===== src/rtl/sseg_pkg.sv =====
// Shared types and constants for the seven-segment display arbiter.
package sseg_pkg;

  localparam logic [15:0] BLANK_WORD = 16'hFFFF;

  typedef enum logic {
    IDLE,
    OWN
  } arb_state_t;

  function automatic int id_w(int n);
    return (n > 1) ? $clog2(n) : 1;
  endfunction

endpackage


===== src/rtl/sseg_display_arbiter_if.sv =====
// Requester/arbiter bundle for the shared seven-segment display.
interface sseg_display_arbiter_if
  import sseg_pkg::*;
#(
  parameter int NREQ = 4
);
  localparam int IW = id_w(NREQ);

  logic [NREQ-1:0]    req;
  logic [16*NREQ-1:0] req_data;
  logic [NREQ-1:0]    gnt;
  logic               busy;
  logic [IW-1:0]      owner_id;
  logic [15:0]        display_data;

  modport master (
    output req,
    output req_data,
    input  gnt,
    input  busy,
    input  owner_id,
    input  display_data
  );

  modport slave (
    input  req,
    input  req_data,
    output gnt,
    output busy,
    output owner_id,
    output display_data
  );

endinterface


===== src/rtl/rr_pick.sv =====
// Round-robin picker: first unmasked request at or after ptr, wrapping.
module rr_pick
  import sseg_pkg::*;
#(
  parameter  int NREQ = 4,
  localparam int IW   = id_w(NREQ)
) (
  input  logic [NREQ-1:0] req,
  input  logic [IW-1:0]   ptr,
  input  logic [NREQ-1:0] mask,
  output logic            found,
  output logic [IW-1:0]   idx
);

  logic [NREQ-1:0] avail;
  logic [IW-1:0]   j;

  assign avail = req & ~mask;

  // Walk farthest-first so the nearest hit to ptr is the last write.
  always_comb begin
    found = 1'b0;
    idx   = '0;
    j     = '0;
    for (int i = NREQ - 1; i >= 0; i--) begin
      j = IW'((int'(ptr) + i) % NREQ);
      if (avail[j]) begin
        found = 1'b1;
        idx   = j;
      end
    end
  end

endmodule


===== src/rtl/sseg_display_arbiter.sv =====
// Round-robin owner arbitration of the display with a minimum dwell time.
module sseg_display_arbiter
  import sseg_pkg::*;
#(
  parameter  int NREQ  = 4,
  parameter  int DWELL = 2**24,
  localparam int IW    = id_w(NREQ),
  localparam int CW    = $clog2(DWELL + 1)
) (
  input logic                   clk,
  input logic                   clear_n,
  sseg_display_arbiter_if.slave bus
);

  arb_state_t      state;
  logic [IW-1:0]   ptr;
  logic [CW-1:0]   count;
  logic [NREQ-1:0] mask;
  logic            found;
  logic [IW-1:0]   pick;
  logic [IW-1:0]   pick_nxt;
  logic            own_req;
  logic            expired;
  logic            do_grant;
  logic            do_release;
  logic [15:0]     own_data;
  logic [15:0]     pick_data;

  assign own_req   = bus.req[bus.owner_id];
  assign expired   = count >= CW'(DWELL);
  assign own_data  = bus.req_data[16*bus.owner_id +: 16];
  assign pick_data = bus.req_data[16*pick +: 16];
  assign pick_nxt  = (pick == IW'(NREQ - 1)) ? '0 : pick + IW'(1);

  // The current owner is never its own successor.
  assign mask = (state == OWN) ? (NREQ'(1) << bus.owner_id) : '0;

  rr_pick #(
    .NREQ (NREQ)
  ) u_pick (
    .req   (bus.req),
    .ptr   (ptr),
    .mask  (mask),
    .found (found),
    .idx   (pick)
  );

  // A dropped owner releases at once; dwell only gates preemption.
  always_comb begin
    do_grant   = 1'b0;
    do_release = 1'b0;
    unique case (state)
      IDLE: do_grant = found;
      OWN: begin
        do_grant   = found && (!own_req || expired);
        do_release = !own_req && !found;
      end
      default: ;
    endcase
  end

  always_ff @(posedge clk or negedge clear_n) begin
    if (!clear_n) begin
      state            <= IDLE;
      ptr              <= '0;
      count            <= '0;
      bus.gnt          <= '0;
      bus.busy         <= 1'b0;
      bus.owner_id     <= '0;
      bus.display_data <= BLANK_WORD;
    end else if (do_grant) begin
      state            <= OWN;
      ptr              <= pick_nxt;
      count            <= '0;
      bus.gnt          <= NREQ'(1) << pick;
      bus.busy         <= 1'b1;
      bus.owner_id     <= pick;
      bus.display_data <= pick_data;
    end else if (do_release) begin
      state            <= IDLE;
      bus.gnt          <= '0;
      bus.busy         <= 1'b0;
      bus.display_data <= BLANK_WORD;
    end else if (state == OWN) begin
      bus.display_data <= own_data;
      if (!expired) begin
        count <= count + CW'(1);
      end
    end
  end

endmodule

===== src/flat_wrapper.sv =====
// flat-port wrapper written by rule: the top's interface ports become plain ports
module sseg_display_arbiter_flat import sseg_pkg::*;
#(
  parameter  int NREQ  = 4,
  parameter  int DWELL = 2**24,
  localparam int IW    = id_w(NREQ),
  localparam int CW    = $clog2(DWELL + 1)
)
  (clk, clear_n, bus_req, bus_req_data, bus_gnt, bus_busy, bus_owner_id, bus_display_data);
  sseg_display_arbiter_if #(.NREQ(NREQ)) bus_i ();
  input logic clk;
  input logic clear_n;
  input wire logic [$bits(bus_i.req)-1:0] bus_req;
  input wire logic [$bits(bus_i.req_data)-1:0] bus_req_data;
  output wire logic [$bits(bus_i.gnt)-1:0] bus_gnt;
  output wire logic [$bits(bus_i.busy)-1:0] bus_busy;
  output wire logic [$bits(bus_i.owner_id)-1:0] bus_owner_id;
  output wire logic [$bits(bus_i.display_data)-1:0] bus_display_data;
  assign bus_i.req = bus_req;
  assign bus_i.req_data = bus_req_data;
  assign bus_gnt = bus_i.gnt;
  assign bus_busy = bus_i.busy;
  assign bus_owner_id = bus_i.owner_id;
  assign bus_display_data = bus_i.display_data;
  sseg_display_arbiter #(.NREQ(NREQ), .DWELL(DWELL)) u_core (.clk(clk), .clear_n(clear_n), .bus(bus_i));
endmodule

===== config.mk =====
export PLATFORM = sky130hd
export DESIGN_NAME = sseg_display_arbiter_flat
export DESIGN_NICKNAME = d
export VERILOG_FILES = /design/src/rtl/sseg_pkg.sv /design/src/rtl/sseg_display_arbiter_if.sv /design/src/rtl/rr_pick.sv /design/src/rtl/sseg_display_arbiter.sv /design/src/flat_wrapper.sv
export SDC_FILE = /design/constraint.sdc
export NUM_CORES = 1
export LEC_CHECK = 0
export CORE_ASPECT_RATIO = 0.9
export CORE_MARGIN = 4
export CORE_UTILIZATION = 36
export DETAILED_ROUTE_END_ITERATION = 10
export GPL_ROUTABILITY_DRIVEN = 0
export GPL_TIMING_DRIVEN = 0
export PLACE_DENSITY = 0.63
export SLEW_MARGIN = 25
export SYNTH_ARGS = -nofsm -noshare
export SYNTH_HDL_FRONTEND = slang
export SYNTH_SLANG_ARGS = --single-unit

===== constraint.sdc =====
create_clock -name clk -period 5.3 [get_ports clk]
set_input_delay 0.795 -clock clk [delete_from_list [all_inputs] [get_ports clk]]
set_output_delay 0.795 -clock clk [all_outputs]
set_load 0.01 [all_outputs]

==> results.tsv <==
metric	value	unit
outcome	finished, final reports clean	
clock_latency	0.31	ns
p_seq_share	18.8	%
fillers	1023	
holdWs	0.459	ns
transition_at_the_pin_with_the_smallest_max_transition_slack	0.641	ns
number_of_global_route_vias_before_repair	4023	
critical_path.endpoint_type	flip-flop	
die_outline_area	0.0131	mm2
routed_via_density	5.96	
core	0.0109	mm2
maxCapViolCount	0	
post_cts.resized_instances	0	
syn-cell-area	0.00407	mm2
routed-via-count	4075	
yosysMostFrequentCell	sky130_fd_sc_hd__nand3_1	
worstPathMaxFanout	11	
drive_gt1_share	22.4	%
synth_area_per_cell	9.44	um2
postRouteWirelength	13.2	mm
grt_setup_unrepaired	no	
core.rowCount	36	
hpwlAfterDp	9.40	mm
synth.cells.most_frequent	sky130_fd_sc_hd__nand3_1 (36), sky130_fd_sc_hd__dfrtp_1 (34), sky130_fd_sc_hd__nand2_1 (31), sky130_fd_sc_hd__inv_1 (29), sky130_fd_sc_hd__o21ai_0 (22)	
final_antenna_net_count	0	
finalSetupViolCount	0	
die-height	109	um
synth_enable_flop_cells	0	
timing.setup.tns	0	ns
cts-root-buf	sky130_fd_sc_hd__clkbuf_16	
dr_wl_met3	1.27	mm
num_io_pins	93	
synth_cell_types	54	
seq_area_frac_synth	31.3	%
clkTransAtPathRegs	0.08	ns
p_int	1720	uW
min_period	3.17	ns
synth-async-reset-ratio	100	%
clkPwrFrac	12.1	%
swShare	47.4	%
ys_warn_count	0	
final_util	49.1	%
combinationalPowerShare	69.1	%
holdBufCountCts	0	
initial_core_util	37.2	%
maximum_number_of_pins_on_one_net_before_global_route_repair	48	
grt_antenna_before_repair	1	
hold_path_class	input port to asynchronous set/reset pin	
period_share	59.7	%
post-synth-top-area-fraction	20.9	%
timing.final.hold_violations	0	
synth_instances	431	
cp_data_required_time	5.49	ns
final_net_count	607	
critical_path.startpoint_type	input port	
final_max_slew_viol_count	0	
worst_clock_skew	0.00994	ns
slew_headroom	57.2	%
dr_pass1_iterations	6	
regToRegSetupSlack	2.50	ns
clock_tree_from_tritoncts	yes	
total_routed_wire_length_on_the_met1_layer	5.66	mm
power_leakage	0.00207	uW
cts.sinks	50	
synth-main-ff-cell	sky130_fd_sc_hd__dfrtp_1	
drcViolationCount	0	
area_overhead_vs_synth	32.2	%
grt_first_pass_wirelength	21.0	mm
cts_buf_count	5	
syn-num-nets	507	
cell_depth_of_the_worst_flop_to_flop_path	9	
top_signal_layer_used	met5	
ir_drop	239	uV
clock.fmax	316	MHz
worstPathArrival	3.36	ns
power.net_switching	1550	uW
netlist_top_cells_area	sky130_fd_sc_hd__dfrtp_1 (21%), sky130_fd_sc_hd__dfstp_2 (10%), sky130_fd_sc_hd__mux4_2 (9.4%)	
number_of_drc_violations_after_detailed_routing_iteration_0	416	
cts_buffer_depth	2	
synthesis_stage_register_bit_count	50	
type_of_the_setup_path_with_the_least_slack	input port to flip-flop	
synth.largest_area_cell	sky130_fd_sc_hd__dfrtp_1	
die_w	120	um
grt.overflow.total	0	
postCtsSetupBuffers	0	
powerDensity	609	mW/mm2
port_buffers	92	
n_antenna_cell	0	
grt_use_total	20.1	%
routedWlPerCell	19.2	um
htreeDepth	2	
route.met2.wl	6.00	mm
==> final timing paths <==
| kind | startpoint | endpoint |
|---|---|---|
| setup / recovery | bus_req[1] | u_core.ptr[1] |
| hold / removal | clear_n | u_core.bus.display_data[1] |
| setup reg to reg | u_core.bus.owner_id[0] | u_core.ptr[1] |
| hold reg to reg | u_core.count[7] | u_core.count[7] |
| max in group asynchronous | clear_n | u_core.bus.display_data[13] |
| min in group clk | u_core.count[7] | u_core.count[7] |
==> cells in the final DEF (no fill, tap or decap), types with 16 or more instances in the layout <==
| cell | n |
|---|---|
| sky130_fd_sc_hd__dfrtp_1 | 34 |
| sky130_fd_sc_hd__nor2b_1 | 17 |
| sky130_fd_sc_hd__o221ai_1 | 17 |
| sky130_fd_sc_hd__inv_1 | 29 |
| sky130_fd_sc_hd__o22ai_1 | 17 |
| sky130_fd_sc_hd__o21ai_1 | 19 |
| sky130_fd_sc_hd__or2_2 | 16 |
| sky130_fd_sc_hd__a21oi_1 | 18 |
| sky130_fd_sc_hd__mux4_2 | 17 |
| sky130_fd_sc_hd__buf_2 | 17 |
| sky130_fd_sc_hd__a221oi_2 | 20 |
| sky130_fd_sc_hd__clkdlybuf4s50_1 | 91 |
| sky130_fd_sc_hd__nand3_1 | 36 |
| sky130_fd_sc_hd__o21ai_0 | 22 |
| sky130_fd_sc_hd__dfstp_2 | 16 |
| sky130_fd_sc_hd__nand2_1 | 31 |
==> critical path, stage by stage <==
cell and delay (ns):
sky130_fd_sc_hd__clkdlybuf4s50_1 0.53, sky130_fd_sc_hd__mux2_2 0.34, sky130_fd_sc_hd__o21ai_2 0.18, sky130_fd_sc_hd__o221ai_1 0.17, sky130_fd_sc_hd__a22o_1 0.33, sky130_fd_sc_hd__inv_2 0.19, sky130_fd_sc_hd__buf_2 0.39, sky130_fd_sc_hd__ha_1 0.30
sky130_fd_sc_hd__nand2_1 0.05, sky130_fd_sc_hd__o21ai_0 0.07
==> state kept, by name, summed over array words and instances (netlist names) <==
name / count
u_core.bus.busy: 1
u_core.bus.display_data: 16
u_core.bus.gnt: 4
u_core.bus.owner_id: 2
u_core.count: 25
u_core.ptr: 2
==> power by group through the flow <==
stage               Sequential, uW  Combinational (uW)  Clock (uW)
floorplan                      651                1540           0
global placement               624                2200           0
detailed placement             625                2240           0
CTS                            618                2260         404
global route                   633                2440         420
finish                         616                2260         396
==> cells by family (layout without fill, tap and decap cells) <==
| family | Yosys count | after routing | synth area share (%) |
|---|---|---|---|
| AOI/OAI and AO/OA | 157 | 157 | 30.9 |
| and+or+nand+nor | 132 | 132 | 17.6 |
| buffers and inverters | 60 | 161 | 6.61 |
| DFF | 50 | 50 | 31.3 |
| muxes | 24 | 24 | 11.2 |
| adders and majority gates | 6 | 6 | 1.85 |
| xor gates and xnor gates | 2 | 2 | 0.615 |
==> cell type report <==
class | count | area, um2 | area share, %
Multi-Input combinational cell | 321 | 2530 | 47.0
Sequential cell | 50 | 1270 | 23.6
Timing Repair Buffer | 93 | 946 | 17.6
Tap cell | 152 | 190 | 3.54
Buffer | 30 | 156 | 2.91
Clock buffer | 5 | 125 | 2.33
Inverter | 30 | 113 | 2.09
Clock inverter | 3 | 47.5 | 0.884
==> per-layer routing <==
metal / vias up / GRT usage [%]
li1: 1888 / -
met1: 1973 / 27.0
met2: 183 / 31.6
met3: 29 / 5.81
met4: 2 / 5.89
met5: - / 0
==> metrics by stage <==
stage	worst slack, ns	area, um2	instances	total power [uW]
after CTS	2.18	5380	684	3280
final	2.13	5380	684	3280
after floorplan	2.80	4070	431	2190
after global placement	1.78	5180	675	2830
after detailed placement	1.85	5200	676	2870
after global routing	2.03	5380	684	3490
No activity file was read; power rests on OpenSTA's default activity.
==> RTL change 1 (config.mk and constraints unchanged) <==
`NREQ` is set to 4 in 4 places; all go to 3.
--- a/src/rtl/sseg_display_arbiter_if.sv
+++ b/src/rtl/sseg_display_arbiter_if.sv
@@ -4,3 +4,3 @@
 #(
-  parameter int NREQ = 4
+  parameter int NREQ = 3
 );
--- a/src/rtl/rr_pick.sv
+++ b/src/rtl/rr_pick.sv
@@ -4,3 +4,3 @@
 #(
-  parameter  int NREQ = 4,
+  parameter  int NREQ = 3,
   localparam int IW   = id_w(NREQ)
--- a/src/rtl/sseg_display_arbiter.sv
+++ b/src/rtl/sseg_display_arbiter.sv
@@ -4,3 +4,3 @@
 #(
-  parameter  int NREQ  = 4,
+  parameter  int NREQ  = 3,
   parameter  int DWELL = 2**24,
--- a/src/flat_wrapper.sv
+++ b/src/flat_wrapper.sv
@@ -3,3 +3,3 @@
 #(
-  parameter  int NREQ  = 4,
+  parameter  int NREQ  = 3,
   parameter  int DWELL = 2**24,
Ports: changed (resized bus_gnt, bus_req and bus_req_data); port bits go from 93 to 75. The function was not compared with the original's and may differ.
==> RTL change 1 against the original RTL <==
Routed wire length decreased by 21%; final area decreased by 18%; via count decreased by 17%; worst setup slack improved by 200 ps; synthesized area decreased by 17%; largest power group unchanged; sequential cell count decreased by 1; cell count decreased by 16%; total power decreased by 31%; combinational power decreased by 39%; non-clock buffer count decreased by 19; sequential share of layout area increased by 4.7 points; register-to-register slack improved by 170 ps; sequential power decreased by 4.2%.
==> RTL change 1: results (changes against the original RTL) <==
cp.arrival_ps: 3200  # -160 ps
p_leak_uw: 0.001603  # -23%
drive_above_1_share: 0.1347  # -0.08903
largestRegisters: "u_core.count: 25 flops, u_core.bus.display_data: 16 flops, u_core.bus.gnt: 3 flops"
hp-class: "reg -> reg"
ys_types: 57  # +5.6%
final.fill_count: 872  # -15%
grt_max_degree: 50  # +4.2%
drt-initial-drc-count: 220  # -47%
switching_share: 0.4478  # -0.02591
yosysSeqAreaShare: 0.3692  # +0.05664
synthAdderAreaFrac: 0.01483  # -0.003630
reg2reg_setup_slack_ps: 2670  # +170 ps
track_usage: 0.1881  # -0.01261
nNetsFinal: 509  # -16%
worst_slack_ps: 2334  # +199.2 ps
vias: 3368  # -17%
grt_pass1_vias: 3421  # -15%
place_inst: 567  # -16%
syn_area_per_cell_um2: 9.099  # -3.6%
synth_xor_area_frac: 0.007784  # +0.001632
via_per_inst: 5.857  # -1.7%
dp_slack_ps: 2020  # +165.6 ps
r2r_cells: 8  # -1
clk_pin_slew_worst_paths_ps: 100  # +20 ps
root_buffer: "clkbuf_8"
cp_max_fo: 10  # -1
synth_area_leaders: "dfrtp_1 (24%), dfstp_2 (12%), mux2i_1 (6.2%)"
synth_nets: 428  # -16%
hold_ws_ps: 494.6  # +35.28 ps
fin_worst_skew_ps: 11.43  # +1.489 ps
postPlaceCellArea_um2: 4267  # -18%
status: "finished clean"
tightest_slew_ps: 774.8  # +133.5 ps
grt_pass1_wl_mm: 16.79  # -20%
routedWlPerCell_um: 18.09  # -6.0%
seq_area_um2: 1246  # -2.0%
drt-pass1-iter-count: 4  # -2
slowest_delay_ps: 570  # +40 ps
==> RTL change 1: changes by cell type in the layout (fill, tap and decap cells not counted), sizes merged, moves of 17 or more <==
cell	delta
a21oi	-17
a221oi	-32
a32oi	+17
clkdlybuf4s50	-18
inv	-18
mux4	-17
nand2	+20
nand3	-21
==> RTL change 1: final cells by class <==
| class | count | share of cell area |
|---|---|---|
| Clock buffer | 7 | 0.02701 |
| Buffer | 30 | 0.03696 |
| Sequential cell | 49 | 0.2832 |
| Multi-Input combinational cell | 280 | 0.4382 |
| Clock inverter | 1 | 0.001990 |
| Timing Repair Buffer | 74 | 0.1678 |
| Inverter | 12 | 0.01024 |
| Tap cell | 122 | 0.03469 |
==> RTL change 1: final timing paths <==
check / endpoint / startpoint
max: u_core.bus.display_data[5] / bus_req[1]
min: u_core.count[21] / u_core.count[21]
max reg2reg: u_core.bus.display_data[11] / u_core.ptr[0]
min reg2reg: u_core.count[21] / u_core.count[21]
max in group asynchronous: u_core.count[17] / clear_n
min in group asynchronous: u_core.count[15] / clear_n
==> RTL change 1: worst reg2reg max path, delay by kind of cell (launching register included) <==
kind | cells | cell delay (ps)
AOI/OAI and AO/OA | 3 | 630
adders and majority gates | 1 | 380
buffers and inverters | 2 | 440
DFF | 1 | 410
and+or+nand+nor | 2 | 690
==> RTL change 1: power by group through the flow <==
stage	sequential [uW]	clock [uW]	combinational, uW
after floorplan	619	0	846
after global placement	593	0	1340
after detailed placement	596	0	1360
after CTS	590	299	1370
after global routing	605	313	1490
final	590	294	1370
==> RTL change 1: layer usage <==
layer / global-route usage / part of all wire / vias to the layer above
li1: - / - / 1598
met1: 0.2665 / 0.46 / 1651
met5: 0 / 0 / -
met2: 0.3013 / 0.48 / 111
met4: 0.05177 / 0.011 / 0
met3: 0.02444 / 0.045 / 8
